==> src/rtl/stmm_result_packer_if.sv <==
// SDRAM write port between the StMM result packer and the memory side.
// The packer drives one beat at a time; the slave acknowledges with wr_ack.
interface stmm_result_packer_if #(
  parameter int ADDR_W  = 32,
  parameter int SDRAM_W = 128
);
  logic                   wr_req;
  logic [ADDR_W-1:0]      wr_addr;
  logic [SDRAM_W-1:0]     wr_data;
  logic [SDRAM_W/8-1:0]   wr_be;
  logic                   wr_ack;

  modport master (
    output wr_req, wr_addr, wr_data, wr_be,
    input  wr_ack
  );

  modport slave (
    input  wr_req, wr_addr, wr_data, wr_be,
    output wr_ack
  );
endinterface

==> src/rtl/stmm_result_packer.sv <==
// Captures one StMM output vector and writes it to SDRAM as SDRAM_W-bit beats.
// Define STMM_PACK_DBLBUF_EN to add a shadow buffer for back-to-back vectors.
module stmm_result_packer #(
  parameter int N       = 176,
  parameter int Q       = 8,
  parameter int SDRAM_W = 128,
  parameter int ADDR_W  = 32
) (
  input  logic                  clk,
  input  logic                  rst,
  input  logic                  start,
  input  logic [ADDR_W-1:0]     base_addr,
  input  logic                  y_valid,
  input  logic [N*Q-1:0]        y_data,
  stmm_result_packer_if.master  wr,
  output logic                  busy,
  output logic                  done,
  output logic                  overflow
);
  localparam int VW     = N * Q;
  localparam int NBEATS = (VW + SDRAM_W - 1) / SDRAM_W;
  localparam int BPB    = SDRAM_W / 8;
  localparam int STRIDE = NBEATS * BPB;
  localparam int PADW   = NBEATS * SDRAM_W;
  localparam int LASTB  = (VW - (NBEATS - 1) * SDRAM_W + 7) / 8;
  localparam int BW     = (NBEATS > 1) ? $clog2(NBEATS) : 1;

  typedef enum logic [1:0] {
    S_IDLE,
    S_ARMED,
    S_SEND
  } state_t;

  state_t            state_q, state_d;
  logic [ADDR_W-1:0] addr_q, addr_d;
  logic [PADW-1:0]   cap_q, cap_d;
  logic [BW-1:0]     beat_q, beat_d;
  logic              done_q, done_d;
  logic              ovf_q, ovf_d;
`ifdef STMM_PACK_DBLBUF_EN
  logic [VW-1:0]     shd_q, shd_d;
  logic              pend_q, pend_d;
`endif

  logic send, last, fire;

  function automatic logic [PADW-1:0] pad(input logic [VW-1:0] v);
    return PADW'(v);
  endfunction

  assign send = (state_q == S_SEND);
  assign last = (beat_q == BW'(NBEATS - 1));
  assign fire = send && wr.wr_ack;

  always_comb begin
    wr.wr_req  = send;
    wr.wr_addr = '0;
    wr.wr_data = '0;
    wr.wr_be   = '0;
    if (send) begin
      wr.wr_addr = addr_q + ADDR_W'(beat_q) * ADDR_W'(BPB);
      wr.wr_data = cap_q[32'(beat_q) * SDRAM_W +: SDRAM_W];
      for (int i = 0; i < BPB; i++) begin
        wr.wr_be[i] = !last || (i < LASTB);
      end
    end
  end

  assign busy     = (state_q != S_IDLE);
  assign done     = done_q;
  assign overflow = ovf_q;

  always_comb begin
    state_d = state_q;
    addr_d  = addr_q;
    cap_d   = cap_q;
    beat_d  = beat_q;
    done_d  = 1'b0;
    ovf_d   = ovf_q;
`ifdef STMM_PACK_DBLBUF_EN
    shd_d   = shd_q;
    pend_d  = pend_q;
`endif
    unique case (state_q)
      S_IDLE: begin
        if (start) begin
          addr_d  = base_addr;
          state_d = S_ARMED;
        end
        // start clears overflow, but a vector lost in the same cycle still counts
        ovf_d = start ? y_valid : (ovf_q | y_valid);
      end
      S_ARMED: begin
        if (start) addr_d = base_addr;
        if (y_valid) begin
          cap_d   = pad(y_data);
          beat_d  = '0;
          state_d = S_SEND;
        end
      end
      S_SEND: begin
        if (fire && last) begin
          done_d  = 1'b1;
          addr_d  = addr_q + ADDR_W'(STRIDE);
          beat_d  = '0;
          state_d = S_IDLE;
`ifdef STMM_PACK_DBLBUF_EN
          if (pend_q) begin
            cap_d   = pad(shd_q);
            state_d = S_SEND;
            pend_d  = y_valid;
            if (y_valid) shd_d = y_data;
          end else if (y_valid) begin
            cap_d   = pad(y_data);
            state_d = S_SEND;
          end
`endif
        end else if (fire) begin
          beat_d = beat_q + BW'(1);
        end
`ifdef STMM_PACK_DBLBUF_EN
        if (y_valid && !(fire && last)) begin
          if (pend_q) begin
            ovf_d = 1'b1;
          end else begin
            shd_d  = y_data;
            pend_d = 1'b1;
          end
        end
`else
        if (y_valid) ovf_d = 1'b1;
`endif
      end
      default: state_d = S_IDLE;
    endcase
  end

  always_ff @(posedge clk) begin
    if (rst) begin
      state_q <= S_IDLE;
      addr_q  <= '0;
      cap_q   <= '0;
      beat_q  <= '0;
      done_q  <= 1'b0;
      ovf_q   <= 1'b0;
`ifdef STMM_PACK_DBLBUF_EN
      shd_q   <= '0;
      pend_q  <= 1'b0;
`endif
    end else begin
      state_q <= state_d;
      addr_q  <= addr_d;
      cap_q   <= cap_d;
      beat_q  <= beat_d;
      done_q  <= done_d;
      ovf_q   <= ovf_d;
`ifdef STMM_PACK_DBLBUF_EN
      shd_q   <= shd_d;
      pend_q  <= pend_d;
`endif
    end
  end
endmodule
==> src/flat_wrapper.sv <==
// flat-port wrapper written by rule: the top's interface ports become plain ports
module stmm_result_packer_flat 
#(
  parameter int N       = 176,
  parameter int Q       = 8,
  parameter int SDRAM_W = 128,
  parameter int ADDR_W  = 32
)
  (clk, rst, start, base_addr, y_valid, y_data, busy, done, overflow, wr_wr_req, wr_wr_addr, wr_wr_data, wr_wr_be, wr_wr_ack);
  stmm_result_packer_if #(.ADDR_W(ADDR_W), .SDRAM_W(SDRAM_W)) wr_i ();
  input  logic clk;
  input  logic rst;
  input  logic start;
  input  logic [ADDR_W-1:0] base_addr;
  input  logic y_valid;
  input  logic [N*Q-1:0] y_data;
  output logic busy;
  output logic done;
  output logic overflow;
  output wire logic [$bits(wr_i.wr_req)-1:0] wr_wr_req;
  output wire logic [$bits(wr_i.wr_addr)-1:0] wr_wr_addr;
  output wire logic [$bits(wr_i.wr_data)-1:0] wr_wr_data;
  output wire logic [$bits(wr_i.wr_be)-1:0] wr_wr_be;
  input wire logic [$bits(wr_i.wr_ack)-1:0] wr_wr_ack;
  assign wr_wr_req = wr_i.wr_req;
  assign wr_wr_addr = wr_i.wr_addr;
  assign wr_wr_data = wr_i.wr_data;
  assign wr_wr_be = wr_i.wr_be;
  assign wr_i.wr_ack = wr_wr_ack;
  stmm_result_packer #(.N(N), .Q(Q), .SDRAM_W(SDRAM_W), .ADDR_W(ADDR_W)) u_core (.clk(clk), .rst(rst), .start(start), .base_addr(base_addr), .y_valid(y_valid), .y_data(y_data), .wr(wr_i), .busy(busy), .done(done), .overflow(overflow));
endmodule
==> config.mk <==
export PLATFORM = sky130hd
export DESIGN_NAME = stmm_result_packer_flat
export DESIGN_NICKNAME = d
export VERILOG_FILES = /design/src/rtl/stmm_result_packer_if.sv /design/src/rtl/stmm_result_packer.sv /design/src/flat_wrapper.sv
export SDC_FILE = /design/constraint.sdc
export NUM_CORES = 2
export LEC_CHECK = 0
export CORE_AREA = 2 2 642 644
export CTS_CLUSTER_DIAMETER = 200
export DETAILED_ROUTE_END_ITERATION = 10
export DIE_AREA = 0 0 644 646
export GPL_TIMING_DRIVEN = 0
export SETUP_SLACK_MARGIN = 0.05
export SYNTH_ARGS = -nofsm -noshare
export SYNTH_HDL_FRONTEND = slang
export SYNTH_SLANG_ARGS = --single-unit
==> constraint.sdc <==
create_clock -name clk -period 2.1 [get_ports clk]
set_input_delay 0.21 -clock clk [delete_from_list [all_inputs] [get_ports clk]]
set_output_delay 0.21 -clock clk [all_outputs]
set_load 0.1 [all_outputs]
==> metrics.md <==
| Metric | Value |
|---|---|
| Outcome | `complete, but fails checks` |
| Failing checks | `setup timing` |
| Fill cells | `42700` |
| DIE AREA | `416000 um2` |
| Reg-to-reg critical path startpoint | `u_core.beat_q[0]` |
| Cell Rows | `235` |
| Synth Register Bits | `1448` |
| Remaining antenna violation count | `0` |
| Sequential Area | `29000 um2` |
| Root Buffer | `clkbuf_16` |
| HPWL Detailed | `427000 um` |
| Antenna violations before repair | `234` |
| Count of cell types in the netlist | `66` |
| Vias in the first global route | `72800` |
| I/O Buffers | `1623` |
| Count of final setup violators | `220` |
| Clk_lat worst skew | `0.95 ns` |
| Post-synthesis compound-gate area fraction | `16.3%` |
| Crit start category | `flip-flop` |
| RSZ-0062 raised after global routing | `true` |
| PD cells | `672 nW/um2` |
| Number of synthesized flops with an enable pin | `0` |
| First-pass GRT wire length | `677000 um` |
| Initial core utilization | `15.5%` |
| Sw power | `0.0234 W` |
| Max_cap viols | `0` |
| 1st-iter DRT viols | `9080` |
| Crit path kind | `flip-flop to output pin` |
| Nets | `12600` |
| Maximum root-to-sink buffer count | `4` |
| R2R depth | `14` |
| Sequential Power Share | `37.2%` |
| P_int | `0.0557 W` |
| Hold Startpoint | `y_data[1321]` |
| CP Depth | `10` |
| Minimum clock period | `3.74 ns` |
| Logic pwr share | `20.2%` |
| Hold path depth | `3` |
| Relative slew slack | `16.8%` |
| Clock-pin slew on the worst setup and hold paths | `0.06 ns` |
| Critical-path maximum fanout | `5` |
| Worst setup EP type | `output pin` |
| Buf/Inv on CP | `7` |
| Most frequent CP cell | `buf_12` |
| Area of the core | `409000 um2` |
| Reg-to-Reg End | `u_core.addr_q[6]` |
| Mux contribution to synthesized area | `13.4%` |
| Placer's final routability congestion estimate | `1.01` |
| Ys async rst share | `0%` |
| Pleak | `40.7 nW` |
| Setup ws final | `-1.64 ns` |
| Cells after synthesis | `7738` |
| Reg-to-reg slack, setup | `-0.33 ns` |
| P&R area growth vs syn | `85.8%` |
| Largest net degree at the start of global routing | `18` |
| Routed via count | `76800` |
| H-tree depth | `4` |
| Main combinational cell family by area after synthesis | `simple AND/OR/NAND/NOR gates` |
| Multi-input gate area | `34200 um2` |
| Commonest non-fill, non-tap cell in the layout | `nand2_1` |
| Pins Over Slew Limit | `0` |
| Via density | `4.54` |
| Worst EP arrival | `3.53 ns` |
| Worst min path class | `input pin to flip-flop` |
| Post-Synth XOR/XNOR Area | `0.346%` |
| CP max stage delay | `0.59 ns` |
| Final WL | `534000 um` |
| Largest delay share family, worst path | `buffers and inverters` |
| Most frequent cells in the layout | `nand2_1, a21oi_1, clkdlybuf4s50_1` |
| Crit-path cells | `buf_12 > buf_16 > buf_12 > buf_16 > buf_6 > bufbuf_16 > mux4_2 > mux2_4 > o211a_4 > buf_12` |
| Avg Synthesized Cell Area | `8.18 um2` |
| Slowest cell on crit path | `mux4_2` |
| Syn Std Cell Area | `63300 um2` |
| Sink Count | `1448` |
| Clock skew | `0.124 ns` |
| Vert. Die Dim | `646 um` |
| Adder-cell share of the synthesized area | `0.170%` |
| Maximum VDD drop | `691 uV` |
| Seq/Total Area, Yosys | `45.8%` |
| Setup TNS | `-238.82 ns` |
| Mapped Nets | `9191` |
| Overflow after GRT | `0` |
| Period Utilization, post-route | `178%` |
| Dominant synthesized flop cell | `dfxtp_1` |
| Worst Path Required | `1.89 ns` |
| Hold endpoint | `u_core.cap_q[1321]` |
| Worst-Margin Slew | `1.25 ns` |
| Final Power | `0.0791 W` |
| Clock share of power | `42.6%` |
| Synth Area in Simple Gates | `19.0%` |
| Max Fclk | `0.267 GHz` |
| Gr usage total | `24.3%` |
| Share of cells above drive strength 1 | `18.3%` |
| Drt wl/cell | `31.6 um` |
| Inserted Clock Buffers | `178` |
| Synth warnings | `0` |
| # DRC | `0` |
| Sw frac | `29.6%` |
| Die width | `644 um` |
| CTS tree | `done` |
| Hold Vio Cnt, Final | `0` |
| I/O pin cnt | `1625` |
| TritonRoute pass-1 iters | `6` |
[per-stage QoR]
| step | utilization, % | cell area (um2) | hold slack [ns] | cells | setup WS (ns) |
|---|---|---|---|---|---|
| global placement | 21.4 | 87300 | 0.438 | 14800 | -4.77 |
| global route | 28.7 | 117000 | -0.0000555 | 16800 | -1.70 |
| detailed placement | 21.5 | 88000 | 0.443 | 14800 | -3.51 |
| finish | 28.8 | 118000 | 0.0399 | 16900 | -1.64 |
| CTS | 28.0 | 114000 | 0.00215 | 16600 | -1.90 |
| floorplan | - | 64200 | 0.346 | 7738 | -0.214 |
[cells in the mapped netlist, types with 6 or more instances]
cell | number | area share [%]
a211oi_1 | 9 | 0.11
a21o_1 | 6 | 0.071
a21oi_1 | 1564 | 12
and2_1 | 9 | 0.089
and3_1 | 7 | 0.069
buf_1 | 50 | 0.30
buf_2 | 200 | 1.6
buf_4 | 20 | 0.24
buf_6 | 22 | 0.39
clkbuf_1 | 397 | 2.4
dfxtp_1 | 1448 | 46
ha_1 | 7 | 0.14
inv_1 | 9 | 0.053
mux2_2 | 128 | 2.3
mux2i_1 | 130 | 2.1
mux4_2 | 256 | 9.1
nand2_1 | 2863 | 17
nand2b_1 | 6 | 0.059
nand3_1 | 22 | 0.17
nand4_1 | 17 | 0.17
nor2_1 | 186 | 1.1
nor3_1 | 9 | 0.071
o211a_1 | 128 | 2.0
o21ai_0 | 43 | 0.34
o21ai_1 | 112 | 0.89
xnor2_1 | 9 | 0.12
xor2_1 | 16 | 0.22
[state kept, by name, summed over array words and instances (netlist names)]
signal,flops
u_core.cap_q,1408
u_core.addr_q,32
u_core.beat_q,4
u_core.state_q,2
u_core.done,1
u_core.overflow,1
[worst max-delay path by stage]
stage / from / slack [ns] / endpoint
2_1_floorplan: u_core.beat_q[1] / -0.21 / wr_wr_data[108]
3_3_place_gp: u_core.beat_q[3] / -4.77 / wr_wr_data[126]
3_5_place_dp: u_core.beat_q[1] / -3.51 / wr_wr_data[98]
4_1_cts: u_core.beat_q[0] / -1.90 / wr_wr_data[102]
5_1_grt: u_core.beat_q[0] / -1.70 / wr_wr_data[64]
6_report: u_core.beat_q[0] / -1.64 / wr_wr_data[64]
[routing by layer]
layer,wire length [um],vias up,global-route usage (%)
li1,-,33200,-
met1,200000,37400,28.8
met2,248000,5027,40.4
met3,50900,1176,6.04
met4,34600,72,13.2
met5,489,-,0
[repair_timing]
| action | CTS | global route |
|---|---|---|
| pin swaps | 52 | 80 |
| endpoints found under the hold margin | 1320 | 5 |
| setup buffers | 153 | 77 |
| hold buffers | 1320 | 5 |
| resized for setup | 2352 | 986 |
| cloned | 17 | 10 |
| setup endpoints to repair | 1622 | 1511 |
[power groups by stage]
stage	combinational [W]	sequential [W]	clock, W
2_1_floorplan	0.00455	0.0295	0
3_3_place_gp	0.0113	0.0299	0
3_5_place_dp	0.0115	0.0300	0
4_1_cts	0.0153	0.0294	0.0340
5_1_grt	0.0165	0.0295	0.0350
6_report	0.0160	0.0294	0.0337
[worst register-to-register path, cell delays in order, from the launching register on]
cell and delay, ns:
dfxtp_4 0.35, buf_12 0.12, buf_16 0.14, buf_12 0.16
buf_16 0.16, inv_8 0.08, buf_6 0.09, ha_4 0.13
nand4b_1 0.21, o21ai_4 0.30, buf_6 0.17, buf_12 0.12
nand2_1 0.05, a21oi_1 0.12, nor2_1 0.05
[logic make-up after synthesis]
| family | count (synthesis) |
|---|---|
| buf+inv | 701 |
| mux | 514 |
| flops | 1448 |
| compound gates | 1901 |
| simple gates | 3141 |
| fa+ha+maj | 8 |
| xor+xnor | 25 |
[layout make-up]
class | count | share of cell area [%]
Clock buffer | 234 | 4.22
Clock inverter | 84 | 1.05
Tap cell | 5451 | 5.80
Antenna cell | 212 | 0.451
Multi-Input combinational cell | 5589 | 29.1
Sequential cell | 1448 | 24.7
Inverter | 11 | 0.0457
Timing Repair Buffer | 3228 | 30.1
Buffer | 664 | 4.52
Note: power is estimated with default switching activity, not from simulation.
